$ cat config.mk
export PLATFORM = sky130hd
export DESIGN_NAME = fd_instr_queue_flat
export DESIGN_NICKNAME = d
export VERILOG_FILES = /design/src/rtl/fd_instr_queue_if.sv /design/src/rtl/fd_instr_queue.sv /design/src/flat_wrapper.sv
export SDC_FILE = /design/constraint.sdc
export NUM_CORES = 1
export LEC_CHECK = 0
export BUFFER_PORTS_ARGS = -buffer_cell sky130_fd_sc_hd__buf_2
export CAP_MARGIN = 0
export CELL_PAD_IN_SITES_DETAIL_PLACEMENT = 0
export CELL_PAD_IN_SITES_GLOBAL_PLACEMENT = 1
export CORE_UTILIZATION = 45
export DETAILED_ROUTE_END_ITERATION = 12
export HOLD_SLACK_MARGIN = 0.15
export PLACE_DENSITY = 0.73
export SLEW_MARGIN = 20
export SYNTH_ARGS = -nofsm -noshare
export SYNTH_HDL_FRONTEND = slang
export SYNTH_SLANG_ARGS = --single-unit
$ cat constraint.sdc
create_clock -name clk -period 5.2 [get_ports clk]
set_input_delay 0.52 -clock clk [delete_from_list [all_inputs] [get_ports clk]]
set_output_delay 0.52 -clock clk [all_outputs]
set_load 0.02 [all_outputs]
$ cat src/rtl/fd_instr_queue_if.sv
// Fetch-to-decode queue bundle: IFU entry in, freeze back, head entry out to D.
// The master side is the IFU/D pair, and the slave side is the queue.
interface fd_instr_queue_if #(
  parameter int DEPTH = 4
);
  logic                      F_valid;
  logic [31:0]               F_PC;
  logic [31:0]               F_instr;
  logic                      PCfreeze;
  logic                      D_stall;
  logic                      redirect;
  logic                      D_valid;
  logic [31:0]               D_PC;
  logic [31:0]               D_instr;
  logic [$clog2(DEPTH):0]    count;

  modport master (
    output F_valid, F_PC, F_instr, D_stall, redirect,
    input  PCfreeze, D_valid, D_PC, D_instr, count
  );

  modport slave (
    input  F_valid, F_PC, F_instr, D_stall, redirect,
    output PCfreeze, D_valid, D_PC, D_instr, count
  );
endinterface

$ cat src/rtl/fd_instr_queue.sv
// Fetch-to-decode instruction FIFO with a combinational head read and a freeze back to the IFU.
// A taken branch/jump at the head discards wrong-path entries and optionally keeps the delay slot.
module fd_instr_queue #(
  parameter int DEPTH      = 4,
  parameter int DELAY_SLOT = 1
) (
  input  logic                 clk,
  input  logic                 reset,
  fd_instr_queue_if.slave      q
);
  localparam int PW = (DEPTH > 1) ? $clog2(DEPTH) : 1;
  localparam int CW = $clog2(DEPTH) + 1;
  localparam logic [PW-1:0] PTR_ONE = PW'(1);
  localparam logic [PW-1:0] PTR_TWO = PW'(2);
  localparam logic [CW-1:0] CNT_ONE = CW'(1);
  localparam logic [CW-1:0] CNT_TWO = CW'(2);
  localparam logic [CW-1:0] CNT_FULL = CW'(DEPTH);

  logic [31:0]   pc_mem    [DEPTH];
  logic [31:0]   instr_mem [DEPTH];

  logic [PW-1:0] rd_ptr_reg, rd_ptr_next;
  logic [PW-1:0] wr_ptr_reg, wr_ptr_next;
  logic [CW-1:0] count_reg, count_next;
  logic [PW-1:0] wr_addr;
  logic          wr_en;
  logic          d_valid;
  logic          pop;
  logic          flush;
  logic          freeze;
  logic          push;

  assign d_valid = (count_reg != '0);
  assign pop     = d_valid & ~q.D_stall;
  assign flush   = pop & q.redirect;
  // An accepted redirect must leave the IFU free to fetch the target, even when full.
  assign freeze  = (count_reg == CNT_FULL) & ~flush;
  assign push    = q.F_valid & ~freeze & ~flush;

  always_comb begin
    count_next  = count_reg;
    rd_ptr_next = rd_ptr_reg;
    wr_ptr_next = wr_ptr_reg;
    wr_en       = 1'b0;
    wr_addr     = wr_ptr_reg;
    if (flush) begin
      rd_ptr_next = rd_ptr_reg + PTR_ONE;
      if (DELAY_SLOT != 0) begin
        if (count_reg >= CNT_TWO) begin
          // The delay slot is already queued right behind the branch; keep just that one.
          count_next  = CNT_ONE;
          wr_ptr_next = rd_ptr_reg + PTR_TWO;
        end else if (q.F_valid) begin
          // Delay slot is arriving from fetch this very cycle.
          wr_en       = 1'b1;
          wr_addr     = rd_ptr_reg + PTR_ONE;
          count_next  = CNT_ONE;
          wr_ptr_next = rd_ptr_reg + PTR_TWO;
        end else begin
          count_next  = '0;
          wr_ptr_next = rd_ptr_reg + PTR_ONE;
        end
      end else begin
        count_next  = '0;
        wr_ptr_next = rd_ptr_reg + PTR_ONE;
      end
    end else begin
      if (push) begin
        wr_en       = 1'b1;
        wr_ptr_next = wr_ptr_reg + PTR_ONE;
      end
      if (pop) begin
        rd_ptr_next = rd_ptr_reg + PTR_ONE;
      end
      case ({push, pop})
        2'b10:   count_next = count_reg + CNT_ONE;
        2'b01:   count_next = count_reg - CNT_ONE;
        default: count_next = count_reg;
      endcase
    end
  end

  always_ff @(posedge clk) begin
    if (reset) begin
      count_reg  <= '0;
      rd_ptr_reg <= '0;
      wr_ptr_reg <= '0;
    end else begin
      count_reg  <= count_next;
      rd_ptr_reg <= rd_ptr_next;
      wr_ptr_reg <= wr_ptr_next;
    end
  end

  // Storage is deliberately not cleared; occupancy lives entirely in count and the pointers.
  always_ff @(posedge clk) begin
    if (wr_en && !reset) begin
      pc_mem[wr_addr]    <= q.F_PC;
      instr_mem[wr_addr] <= q.F_instr;
    end
  end

  assign q.PCfreeze = freeze;
  assign q.D_valid  = d_valid;
  assign q.D_PC     = d_valid ? pc_mem[rd_ptr_reg]    : 32'h0;
  assign q.D_instr  = d_valid ? instr_mem[rd_ptr_reg] : 32'h0;
  assign q.count    = count_reg;
endmodule
$ cat src/flat_wrapper.sv
// flat-port wrapper written by rule: the top's interface ports become plain ports
module fd_instr_queue_flat 
#(
  parameter int DEPTH      = 4,
  parameter int DELAY_SLOT = 1
)
  (clk, reset, q_F_valid, q_F_PC, q_F_instr, q_D_stall, q_redirect, q_PCfreeze, q_D_valid, q_D_PC, q_D_instr, q_count);
  fd_instr_queue_if #(.DEPTH(DEPTH)) q_i ();
  input  logic clk;
  input  logic reset;
  input wire logic [$bits(q_i.F_valid)-1:0] q_F_valid;
  input wire logic [$bits(q_i.F_PC)-1:0] q_F_PC;
  input wire logic [$bits(q_i.F_instr)-1:0] q_F_instr;
  input wire logic [$bits(q_i.D_stall)-1:0] q_D_stall;
  input wire logic [$bits(q_i.redirect)-1:0] q_redirect;
  output wire logic [$bits(q_i.PCfreeze)-1:0] q_PCfreeze;
  output wire logic [$bits(q_i.D_valid)-1:0] q_D_valid;
  output wire logic [$bits(q_i.D_PC)-1:0] q_D_PC;
  output wire logic [$bits(q_i.D_instr)-1:0] q_D_instr;
  output wire logic [$bits(q_i.count)-1:0] q_count;
  assign q_i.F_valid = q_F_valid;
  assign q_i.F_PC = q_F_PC;
  assign q_i.F_instr = q_F_instr;
  assign q_i.D_stall = q_D_stall;
  assign q_i.redirect = q_redirect;
  assign q_PCfreeze = q_i.PCfreeze;
  assign q_D_valid = q_i.D_valid;
  assign q_D_PC = q_i.D_PC;
  assign q_D_instr = q_i.D_instr;
  assign q_count = q_i.count;
  fd_instr_queue #(.DEPTH(DEPTH), .DELAY_SLOT(DELAY_SLOT)) u_core (.clk(clk), .reset(reset), .q(q_i));
endmodule
Yosys cells after proc, flatten, opt, wreduce, memory -nomap -nowiden

Memories as Yosys holds them, arrays and structs flattened. A register that Yosys moved wholly into a read port is not among the register bits.
Index checks and enable logic that the tools add are counted.

Magnitude comparators: 1
Reductions and logical operators: 6
Bitwise logic cells: 8
Mux-type cells: 25
Equal/unequal tests: 3
Add/subtract/negate cells: 5

Operators by type and width:

| kind                                                               | count |
|---|---|
| 2-to-1 mux 32 bit                                                  | 2 |
| 2-to-1 mux 2 bit                                                   | 13 |
| 2-to-1 mux 1 bit                                                   | 7 |
| 2-to-1 mux 3 bit                                                   | 2 |
| one-hot mux 3 bit (2 select lines)                                 | 1 |
| nonzero test 3 bit                                                 | 2 |
| bitwise AND 1 bit                                                  | 5 |
| adder 2 x 1 -> 2 bit (second input constant)                       | 2 |
| nonzero test 2 bit                                                 | 2 |
| adder 3 x 1 -> 3 bit (second input constant)                       | 1 |
| == test 3 bit (second input constant)                              | 1 |
| greater-or-equal comparator 3 x 2 -> 1 bit (second input constant) | 1 |
| NOT 1 bit                                                          | 3 |
| subtractor 3 x 1 -> 3 bit (second input constant)                  | 1 |
| adder 2 bit (second input constant)                                | 1 |
| == test 2 x 1 -> 1 bit (second input constant)                     | 1 |
| == test 2 bit (second input constant)                              | 1 |
| logical AND 1 bit                                                  | 1 |
| zero test 1 bit                                                    | 1 |

Input port bits: 69
Bits in writable memories: 256
Output and inout bits: 69
Bits in registers: 7
Memories kept: 2
Word-level logic and storage cells: 53

Memory list:

| name             | words | width | read ports | clocked after memory_dff | write ports | RTL line             | source |
|---|---|---|---|---|---|---|---|
| u_core.instr_mem | 4     | 32    | 1          | 1                        | 1           | fd_instr_queue.sv:20 | `logic [31:0] instr_mem [DEPTH];` |
| u_core.pc_mem    | 4     | 32    | 1          | 1                        | 1           | fd_instr_queue.sv:19 | `logic [31:0] pc_mem [DEPTH];` |

Depth between registers and ports, before layout

Gate-level depths: netlist of run 1.

Depth in word-level cells: 13
Gate-level depth with buffers: 11
Gate-level depth less buffers: 10

Least setup slack after synthesis of run 1

Ideal clock, no wire load.

Path type: in2reg
Start point: input q_redirect
End point: memory u_core.instr_mem[3][0] (enable)
Setup time: 0.507 ns
Setup slack: 0.306 ns
Required time: 4.693 ns
Cell stages on the path: 4
Data arrival time: 4.387 ns
Path through: nor2b_2 -> nand4_4 -> or3b_1 -> a21oi_1

Word-level cells in the longest chain between the ends: 11
Elaborated cells on any way between the ends: 12

RTL lines:

| item                                   | RTL line                                   | source |
|---|---|---|
| start, declared                        | flat_wrapper.sv:15                         | `input wire logic [$bits(q_i.redirect)-1:0] q_redirect;` |
| bitwise AND 1 bit (*)                  | fd_instr_queue.sv:35                       | `assign flush = pop & q.redirect;` |
| NOT 1 bit                              | fd_instr_queue.sv:37, fd_instr_queue.sv:38 |  |
| bitwise AND 1 bit                      | fd_instr_queue.sv:37                       | `assign freeze = (count_reg == CNT_FULL) & ~flush;` |
| NOT 1 bit                              | fd_instr_queue.sv:38                       | `assign push = q.F_valid & ~freeze & ~flush;` |
| bitwise AND 1 bit (2 in series)        | fd_instr_queue.sv:38                       |  |
| 2-to-1 mux 1 bit                       | fd_instr_queue.sv:68                       | `if (push) begin` |
| 2-to-1 mux 1 bit                       | fd_instr_queue.sv:46                       | `if (flush) begin` |
| logical AND 1 bit                      | fd_instr_queue.sv:97                       | `if (wr_en && !reset) begin` |
| 2-to-1 mux 1 bit                       | fd_instr_queue.sv:97                       |  |
| 2-to-1 mux 1 bit (implied by the code) | fd_instr_queue.sv:99                       | `instr_mem[wr_addr] <= q.F_instr;` |
| end, declared                          | fd_instr_queue.sv:20                       |  |

Every way passes the cells marked *; elsewhere a longest branch is shown, timed or not.

Worst setup path in the final report of run 1

Start point: register u_core.count_reg[2], in the netlist u_core.q.count[2]
End point: output q_D_instr[31]

Word-level cells in the longest chain between the ends: 2

RTL lines:

| item                   | RTL line              | source |
|---|---|---|
| start, declared        | fd_instr_queue.sv:24  | `logic [CW-1:0] count_reg, count_next;` |
| start signal, assigned | fd_instr_queue.sv:89  | `count_reg <= count_next;` |
| nonzero test 3 bit     | fd_instr_queue.sv:33  | `assign d_valid = (count_reg != '0);` |
| 2-to-1 mux 32 bit      | fd_instr_queue.sv:106 | `assign q.D_instr = d_valid ? instr_mem[rd_ptr_reg] : 32'h0;` |
| end, declared          | flat_wrapper.sv:19    | `output wire logic [$bits(q_i.D_instr)-1:0] q_D_instr;` |

No other way between the ends.

==> results by group, run 1 <==
Clock network
  – Post-CTS Resized: 0
  – Setup bufs post-CTS: 0
  – Max H-tree Level: 1
  – Max Root-Sink Buffers: 3
  – Num CTS Buffers: 27
  – TritonCTS clock tree: done
  – Hold Buf Count CTS: 0
  – Worst skew pair latency: between 0.5 and 0.6 ns
  – Clock Sinks: 265
  – Clk slew on worst S/H paths: ~0.06 ns
  – Clock Root Buffer: clkbuf_16

Die
  – Initial Util: 45.67%
  – Die W: 153.3 um
  – Die area: 23510 um^2
  – DIE HEIGHT: 153.3 um
  – CORE AREA: 22570 um^2
  – Cell row count: 55
  – Ports: 138

Place
  – Dpl hpwl: 10750 um
  – Placer Congestion: between 0.7 and 0.8
  – IO Port Bufs: between 100 and 150
  – Inst Count DP: 883
  – Post-place instance area: 11280 um^2

Critical path
  – CP max stage delay: 0.76 ns
  – Critical-path top delay cell: clkinv_2
  – CP Capture Type: output pin
  – Worst Path Arrival: 2.74 ns
  – Cell family with most CP delay: buffers and inverters
  – Nature of the critical path startpoint: flop
  – Bufs and invs on worst path: 2
  – Critical path data required time: 4.68 ns
  – Crit-path max FO: 66
  – FF-to-FF setup slack: about 2.6 ns
  – Worst-path cell chain: nor3_2 -> clkinv_2 -> and2_1 -> buf_2
  – Worst Setup Path Type: flop to output pin

Flow run
  – Max Cap Viol: 0

Synth
  – Post-synth top flop: edfxtp_1
  – Mapped Cells: 479
  – Post-synth top area share: around three quarters
  – Syn_nets: 550
  – Synth cell count leaders: edfxtp_1, and2_1, mux4_2
  – EDFF count, synth: 256
  – Sequential area share after synthesis: 76.33%
  – Largest area contributor in the netlist: edfxtp_1
  – Synth Cell Area: 10310 um^2
  – Async SR Flop Fraction: 0%
  – Distinct cells, synth: 40
  – Seq cells post-synth: 265
  – Syn_area_per_cell: 21.52 um^2
  – Ys Warns: 0
  – Count leader, synth: edfxtp_1
  – Area contributors post-synth: edfxtp_1, mux4_2, and2_1, dfxtp_1, buf_6

STA
  – RSZ-0062 raised after global routing: no
  – Max-slew violations: 0
  – Worst-margin pin slew: 0.9830 ns
  – Total negative setup slack: 0 ns
  – Final setup vio count: 0
  – Achievable Freq: 0.3063 GHz
  – Max-Slew Margin vs Limit: about a third
  – Clock skew: 0.009586 ns
  – Final Hold Fails: 0
  – Fin crit share: between 60% and 70%
  – Final period demand of the worst path: 3.265 ns

Detailed routing
  – Routed Antenna Nets: 0
  – Final Routed Wirelength: 18660 um
  – Routed vias: 4934
  – First drt pass iteration count: 4
  – Residual DRC: 0
  – DRT iter0 DRCs: ~390
  – Detail-routed via count per cell: approximately 5.3
  – Post-DR wirelength/cell: 20.00 um

Final layout
  – Share of layout cells above drive strength 1: between 40% and 50%
  – Finished Cell Area: ~12000 um^2
  – Final Net Count: 698
  – P&R area growth vs syn: 17.48%
  – Finished Layout Cells: 933

Power
  – Peak supply drop: 0.4062 mV
  – LEAKAGE: 4.101 nW
  – Power Density: ~510 nW/um^2

Global route
  – Initial antenna violation count: 4
  – Total congestion overflow: 0
  – GRT Resource Usage Total: 16.36%
  – Pin count of the biggest net entering global routing: 67
  – Vias in the first global route: approximately 5300
  – First-pass GRT wire length: 29400 um

Run status
  – Outcome: completed

Hold path
  – Hold/Removal Path Class: primary input to flop
per-stage QoR:
stage | setup WS (ns) | hold WS (ns) | utilization [%] | power [W]
after floorplan | 0.3062 | 0.5706 | - | 0.003997
after global placement | 2.377 | 0.6093 | 49.96 | 0.004459
after detailed placement | 2.332 | 0.6205 | 49.96 | 0.004490
after CTS | 1.904 | 0.1951 | 53.63 | 0.006283
after global routing | 1.705 | 0.1942 | 53.64 | 0.006489
final | 1.935 | 0.2163 | 53.65 | 0.006182
logic make-up after synthesis:
| logic type | count (synthesis) | share of synthesized area, % |
|---|---|---|
| flip-flops | 265 | 76.33 |
| multiplexers | 66 | 14.19 |
| AO/OA/AOI/OAI | 15 | 0.9590 |
| buffers and inverters | 25 | 1.663 |
| XOR/XNOR | 6 | 0.5098 |
| adder cells (fa/ha/maj) | 2 | 0.3156 |
| AND/OR/NAND/NOR | 100 | 6.033 |
layout make-up:
class / instances / area, um^2
Fill cell: 1794 / 10460
Sequential cell: 265 / 7875
Multi-Input combinational cell: 189 / 2310
Timing Repair Buffer: 143 / 730.7
Clock buffer: 32 / 694.4
Antenna cell: 1 / 2.502
Clock inverter: 17 / 135.1
Tap cell: 285 / 356.6
Inverter: 1 / 5.005
worst reg2reg max path: stages (launching register included):
cell	delay (ns)
dfxtp_1	0.59
nor2_2	0.13
o22ai_1	0.13
nand3b_1	0.32
a21oi_4	0.22
buf_4	0.77
placed cells by master, fill, tap and decap left out, types with 2 or more instances in the layout:
master and instances:
bufinv_16 2, dfxtp_4 2, o22ai_1 2, nor2_1 10
clkbuf_1 5, nand2_1 5, clkbuf_16 27, dfxtp_1 7
o21ai_0 2, edfxtp_1 256, nor3b_1 2, buf_2 137
or3b_1 2, xnor2_1 6, or2_2 2, clkinv_2 9
and2_1 64, nor3_1 2, a21oi_4 4, buf_4 6
mux4_2 64, a21oi_1 3, clkinv_1 5, nand3b_1 3
power by group:
part | switching, W | leakage, nW | internal (W)
registers | 0.000159 | 2.40 | 0.00258
logic | 0.000928 | 1.29 | 0.000724
clock network | 0.000740 | 0.411 | 0.00105
total | 0.00183 | 4.10 | 0.00435
layer usage:
metal  up-vias  track usage (%)  part of all wire (%)
li1       2233                -                     -
met1      2525            21.08                    42
met2       149            28.25                    50
met3        23            3.828                   6.2
met4         4            3.810                   1.1
met5         -                0                  0.14
path summary, 6_finish.rpt:
check / from / to / cells past startpoint
worst min-delay path: q_F_instr[3] / u_core.instr_mem[0][3] / 1
worst max-delay path: u_core.q.count[2] / q_D_instr[31] / 4
worst min register to register: u_core.rd_ptr_reg[1] / flop / 2
worst max register to register: u_core.q.count[1] / u_core.instr_mem[2][24] / 5
Note: power is estimated with default switching activity, not from simulation.
==> run 2, diff against run 1 <==
clock period = 2.7 ns   (was 5.2 ns; I/O delays follow)
==> results by group, run 2 (synthesis gave the netlist of run 1 again) <==
STA
  – Worst-margin pin slew: 0.5306 ns
  – Total negative setup slack: 0 ns
  – Clock skew: 0.01695 ns
  – Achievable Freq: about 0.41 GHz
  – RSZ-0062 raised after global routing: no
  – Final period demand of the worst path: around 2.4 ns
  – Max-slew violations: 0
  – Fin crit share: roughly nine tenths
  – Max-Slew Margin vs Limit: 64.30%
  – Final setup vio count: 0
  – Final Hold Fails: 0

Clock network
  – Clock Sinks: around 270
  – Clock Root Buffer: clkbuf_16
  – Clk slew on worst S/H paths: 0.06 ns
  – Num CTS Buffers: 26
  – TritonCTS clock tree: done
  – Worst skew pair latency: 0.52 ns
  – Max Root-Sink Buffers: 3
  – Max H-tree Level: 1

Critical path
  – Crit-path max FO: 27
  – Worst Setup Path Type: flop to output pin
  – FF-to-FF path depth: 10
  – CP Capture Type: output pin
  – Worst Path Arrival: roughly 2.2 ns
  – Worst-path cell chain: buf_12 -> mux4_2 -> and2_1 -> buf_2
  – Critical path data required time: ~2.4 ns
  – Critical-path top delay cell: mux4_2
  – Nature of the critical path startpoint: flop
  – CP max stage delay: 0.53 ns

Final layout
  – Share of layout cells above drive strength 1: 38.02%
  – Final Net Count: 777
  – P&R area growth vs syn: 25.66%
  – Commonest non-fill, non-tap cell in the layout: edfxtp_1
  – Most frequent cells in the layout: edfxtp_1, buf_2, dlygate4sd3_1, mux4_2, and2_1
  – Final core occ: 57.38%
  – ANT cells: 0
  – Finished Cell Area: 12950 um^2

Flow run
  – Max Cap Viol: 0

Place
  – IO Port Bufs: 137
  – Dpl hpwl: approximately 11000 um
  – Post-place instance area: 11400 um^2
  – Placer Congestion: 0.7641

Global route
  – Routing usage on met2: 29.48%
  – GRT Resource Usage Total: 17.52%
  – Busiest grt layer: met2
  – Met3 Use GR: under 10%
  – First-pass GRT wire length: 31440 um
  – Pin count of the biggest net entering global routing: 65
  – Met1 Usage GRT: roughly 23%
  – Initial antenna violation count: 1
  – Total congestion overflow: 0
  – Vias in the first global route: 5727

Hold path
  – Min-Delay Path Depth: 4
  – Hold/Removal Path Class: primary input to flop

Die
  – Ports: 138
  – Initial Util: 45.67%
  – Die W: 153.3 um
  – DIE HEIGHT: ~150 um
  – Cell row count: 55
  – Die area: 23510 um^2
  – CORE AREA: 22570 um^2

Detailed routing
  – Routed Antenna Nets: 0
  – DRT iter0 DRCs: 367
  – Residual DRC: 0
  – Post-DR wirelength/cell: around 20 um
  – Detail-routed via count per cell: 5.285
  – First drt pass iteration count: 4
  – Routed vias: roughly 5300
  – Final Routed Wirelength: just over 20000 um

Power
  – Peak supply drop: 0.4432 mV
  – LEAKAGE: 4.460 nW
  – Power Density: 943.7 nW/um^2

Run status
  – Outcome: completed
==> run 2: cell types whose count changed in the layout (fill, tap and decap cells not counted), moves of 6 or more <==
cell,previous run,this run
clkinv_2,9,3
buf_4,6,14
buf_12,0,7
dlygate4sd3_1,0,65
==> run 2: critical path: cells and delay by family (launching register included) <==
family	cells	cell delay [ns]
multiplexers	1	0.53
flip-flops	1	0.47
buffers and inverters	2	0.44
AND/OR/NAND/NOR	1	0.20
==> run 2: report_power, final <==
part / internal, W / leakage, nW / switching [W]
clock: 0.00201 / 0.394 / 0.00141
combinational: 0.00163 / 1.67 / 0.00200
sequential: 0.00497 / 2.40 / 0.000204
==> run 2: timing repair <==
item	in CTS	in global routing
resized for setup	0	2
endpoints found under the setup margin	0	40
buffers inserted	0	11
hold buffers	65	0
hold endpoints to repair	265	0
==> run 2: final cells by class <==
cell class / instances / area, um^2
tap: 285 / 356.6
clock buffer: 34 / 701.9
multi-input combinational: 189 / 2315
fill: 1742 / 9619
timing repair buffer: 223 / 1582
inverter: 1 / 6.256
sequential: 265 / 7879
clock inverter: 14 / 112.6
==> run 2: final timing paths <==
kind	from	to	slack (ns)
max	flop	q_D_instr[13]	0.25
min	q_D_stall	flop	0.18
max reg2reg	u_core.q.count[2]	u_core.q.count[2]	0.42
min reg2reg	u_core.q.count[0]	u_core.q.count[0]	0.61
==> run 2: layer usage <==
layer,routed length [um],vias up
met5,0,-
met4,351,0
met3,1193,37
met2,9977,177
met1,8624,2731
li1,-,2398
==> run 2: metrics by stage <==
stage          worst slack, ns  hold slack [ns]  instances  total power [W]
3_5_place_dp            0.4745           0.4893        887         0.008768
6_report                0.2547           0.1803       1011          0.01222
5_1_grt                 0.1190           0.1993       1011          0.01280
3_3_place_gp            0.5431           0.4800        887         0.008703
4_1_cts                0.02482           0.1503       1000          0.01227
2_1_floorplan         0.002100           0.3689        479         0.007695
==> run 3, diff against run 2 <==
CORE_MARGIN = 2   (was not set)
CTS_BUF_LIST = sky130_fd_sc_hd__clkbuf_16   (was not set)
==> results by group, run 3 (synthesis gave the netlist of run 1 again) <==
Run status
  – Outcome: completed

Die
  – Die area: 24130 um^2
  – Die W: ~160 um
  – Initial Util: 45.67%
  – Cell row count: 55
  – DIE HEIGHT: 155.3 um
  – CORE AREA: 22570 um^2
  – Ports: 138

Detailed routing
  – First drt pass iteration count: 4
  – Detail-routed via count per cell: 5.181
  – Routed Antenna Nets: 0
  – DRT iter0 DRCs: between 200 and 300
  – Residual DRC: 0
  – Final Routed Wirelength: 19940 um
  – Post-DR wirelength/cell: 19.86 um
  – Routed vias: 5202

Hold path
  – Hold/Removal Path Class: primary input to flop
  – Hold EP: u_core.wr_ptr_reg[0]
  – Min-Delay Path Depth: 3
  – Min-delay src: q_F_valid

STA
  – Final setup vio count: 0
  – Max-slew violations: 0
  – Final Hold Fails: 0
  – RSZ-0062 raised after global routing: no
  – Achievable Freq: 0.4033 GHz
  – Fin crit share: 91.83%
  – Final period demand of the worst path: 2.479 ns
  – Worst-margin pin slew: 0.5598 ns
  – Max-Slew Margin vs Limit: 62.63%
  – Clock skew: 0.008858 ns
  – Total negative setup slack: 0 ns

Final layout
  – Finished Layout Cells: 1004
  – Commonest non-fill, non-tap cell in the layout: edfxtp_1
  – Share of layout cells above drive strength 1: 38.39%
  – ANT cells: 0
  – P&R area growth vs syn: 26.54%
  – Most frequent cells in the layout: edfxtp_1, buf_2, dlygate4sd3_1, mux4_2, and2_1
  – Final Net Count: 770

Clock network
  – Clock Sinks: roughly 270
  – Clk slew on worst S/H paths: 0.06 ns
  – TritonCTS clock tree: done
  – Hold Buf Count CTS: 66
  – Worst skew pair latency: 0.52 ns
  – Setup bufs post-CTS: 0
  – Max H-tree Level: 1
  – Clock Root Buffer: clkbuf_16
  – Post-CTS Resized: 0
  – Max Root-Sink Buffers: 3
  – Num CTS Buffers: 26

Place
  – Placer Congestion: between 0.8 and 0.9
  – Dpl hpwl: 11840 um
  – Inst Count DP: 890
  – IO Port Bufs: 137

Power
  – LEAKAGE: 4.500 nW
  – Peak supply drop: roughly 0.59 mV
  – Power Density: 961.7 nW/um^2

Flow run
  – Max Cap Viol: 0

Critical path
  – Nature of the critical path startpoint: flop
  – Reg2reg start: u_core.q.count[2]
  – CP Capture Type: output pin
  – Crit-path max FO: 37
  – Reg2reg end: u_core.q.count[2]
  – FF-to-FF setup slack: between 0.5 and 0.6 ns
  – Worst Setup Path Type: flop to output pin
  – FF-to-FF path depth: 10
  – Critical path data required time: 2.43 ns
  – Worst Path Arrival: 2.21 ns

Global route
  – Pin count of the biggest net entering global routing: 44
  – First-pass GRT wire length: 30860 um
  – Vias in the first global route: between 5000 and 6000
  – Initial antenna violation count: 0
  – Total congestion overflow: 0
  – GRT Resource Usage Total: 16.56%
[run 3: changes by cell type in the layout (fill, tap and decap cells not counted), moves of 3 or more]
cell and delta:
buf_4 -10, bufinv_16 +4, clkbuf_1 -7, clkinv_1 -3
[run 3: cell type report]
type,instances,area (um^2)
Fill cell,1723,9529
Sequential cell,265,7879
Multi-Input combinational cell,189,2315
Timing Repair Buffer,216,1556
Clock buffer,27,675.6
Tap cell,285,356.6
Clock inverter,21,256.5
Inverter,1,3.754
[run 3: worst max-delay path: stages, from the launching register on]
cell and delay [ns]:
dfxtp_2 0.47, nor3_2 0.11, inv_2 0.42, buf_12 0.26, and2_1 0.20, buf_2 0.18
[run 3: routing by layer]
layer,share of wire [%],track usage (%),vias to the layer above
met2,49,27.41,133
met1,44,22.36,2655
met3,4.6,2.841,37
li1,-,-,2377
met5,0,0,-
met4,2.6,6.116,0
[run 3: power breakdown]
group	total, W	leakage [nW]	switching (W)	internal [W]
Sequential	0.00515	2.40	0.000182	0.00496
Combinational	0.00354	1.64	0.00199	0.00155
Clock	0.00386	0.464	0.00147	0.00239
[run 3: how the worst max path moves through the flow]
stage                                   to  depth (start not counted)  slack [ns]               from
floorplan           u_core.instr_mem[3][0]                          5       0.002  u_core.q.count[2]
global placement         u_core.q.count[2]                         11        0.56          q_D_stall
detailed placement     u_core.pc_mem[0][5]                          6        0.51          q_D_stall
CTS                             q_D_PC[27]                          5        0.14  u_core.q.count[2]
global route                    q_D_PC[16]                          5        0.05  u_core.q.count[2]
finish                          q_D_PC[18]                          5        0.22  u_core.q.count[1]
[run 3: metrics by stage]
step | power, W | util (%) | setup WS [ns] | hold WS (ns) | cell area, um^2
after detailed placement | 0.008776 | 50.73 | 0.5139 | 0.4866 | 11450
after global placement | 0.008718 | 50.73 | 0.5612 | 0.4822 | 11450
after floorplan | 0.007695 | - | 0.002100 | 0.3689 | 10360
after CTS | 0.01271 | 57.78 | 0.1438 | 0.2142 | 13040
final | 0.01254 | 57.78 | 0.2206 | 0.2429 | 13040
after global routing | 0.01309 | 57.78 | 0.04610 | 0.2460 | 13040
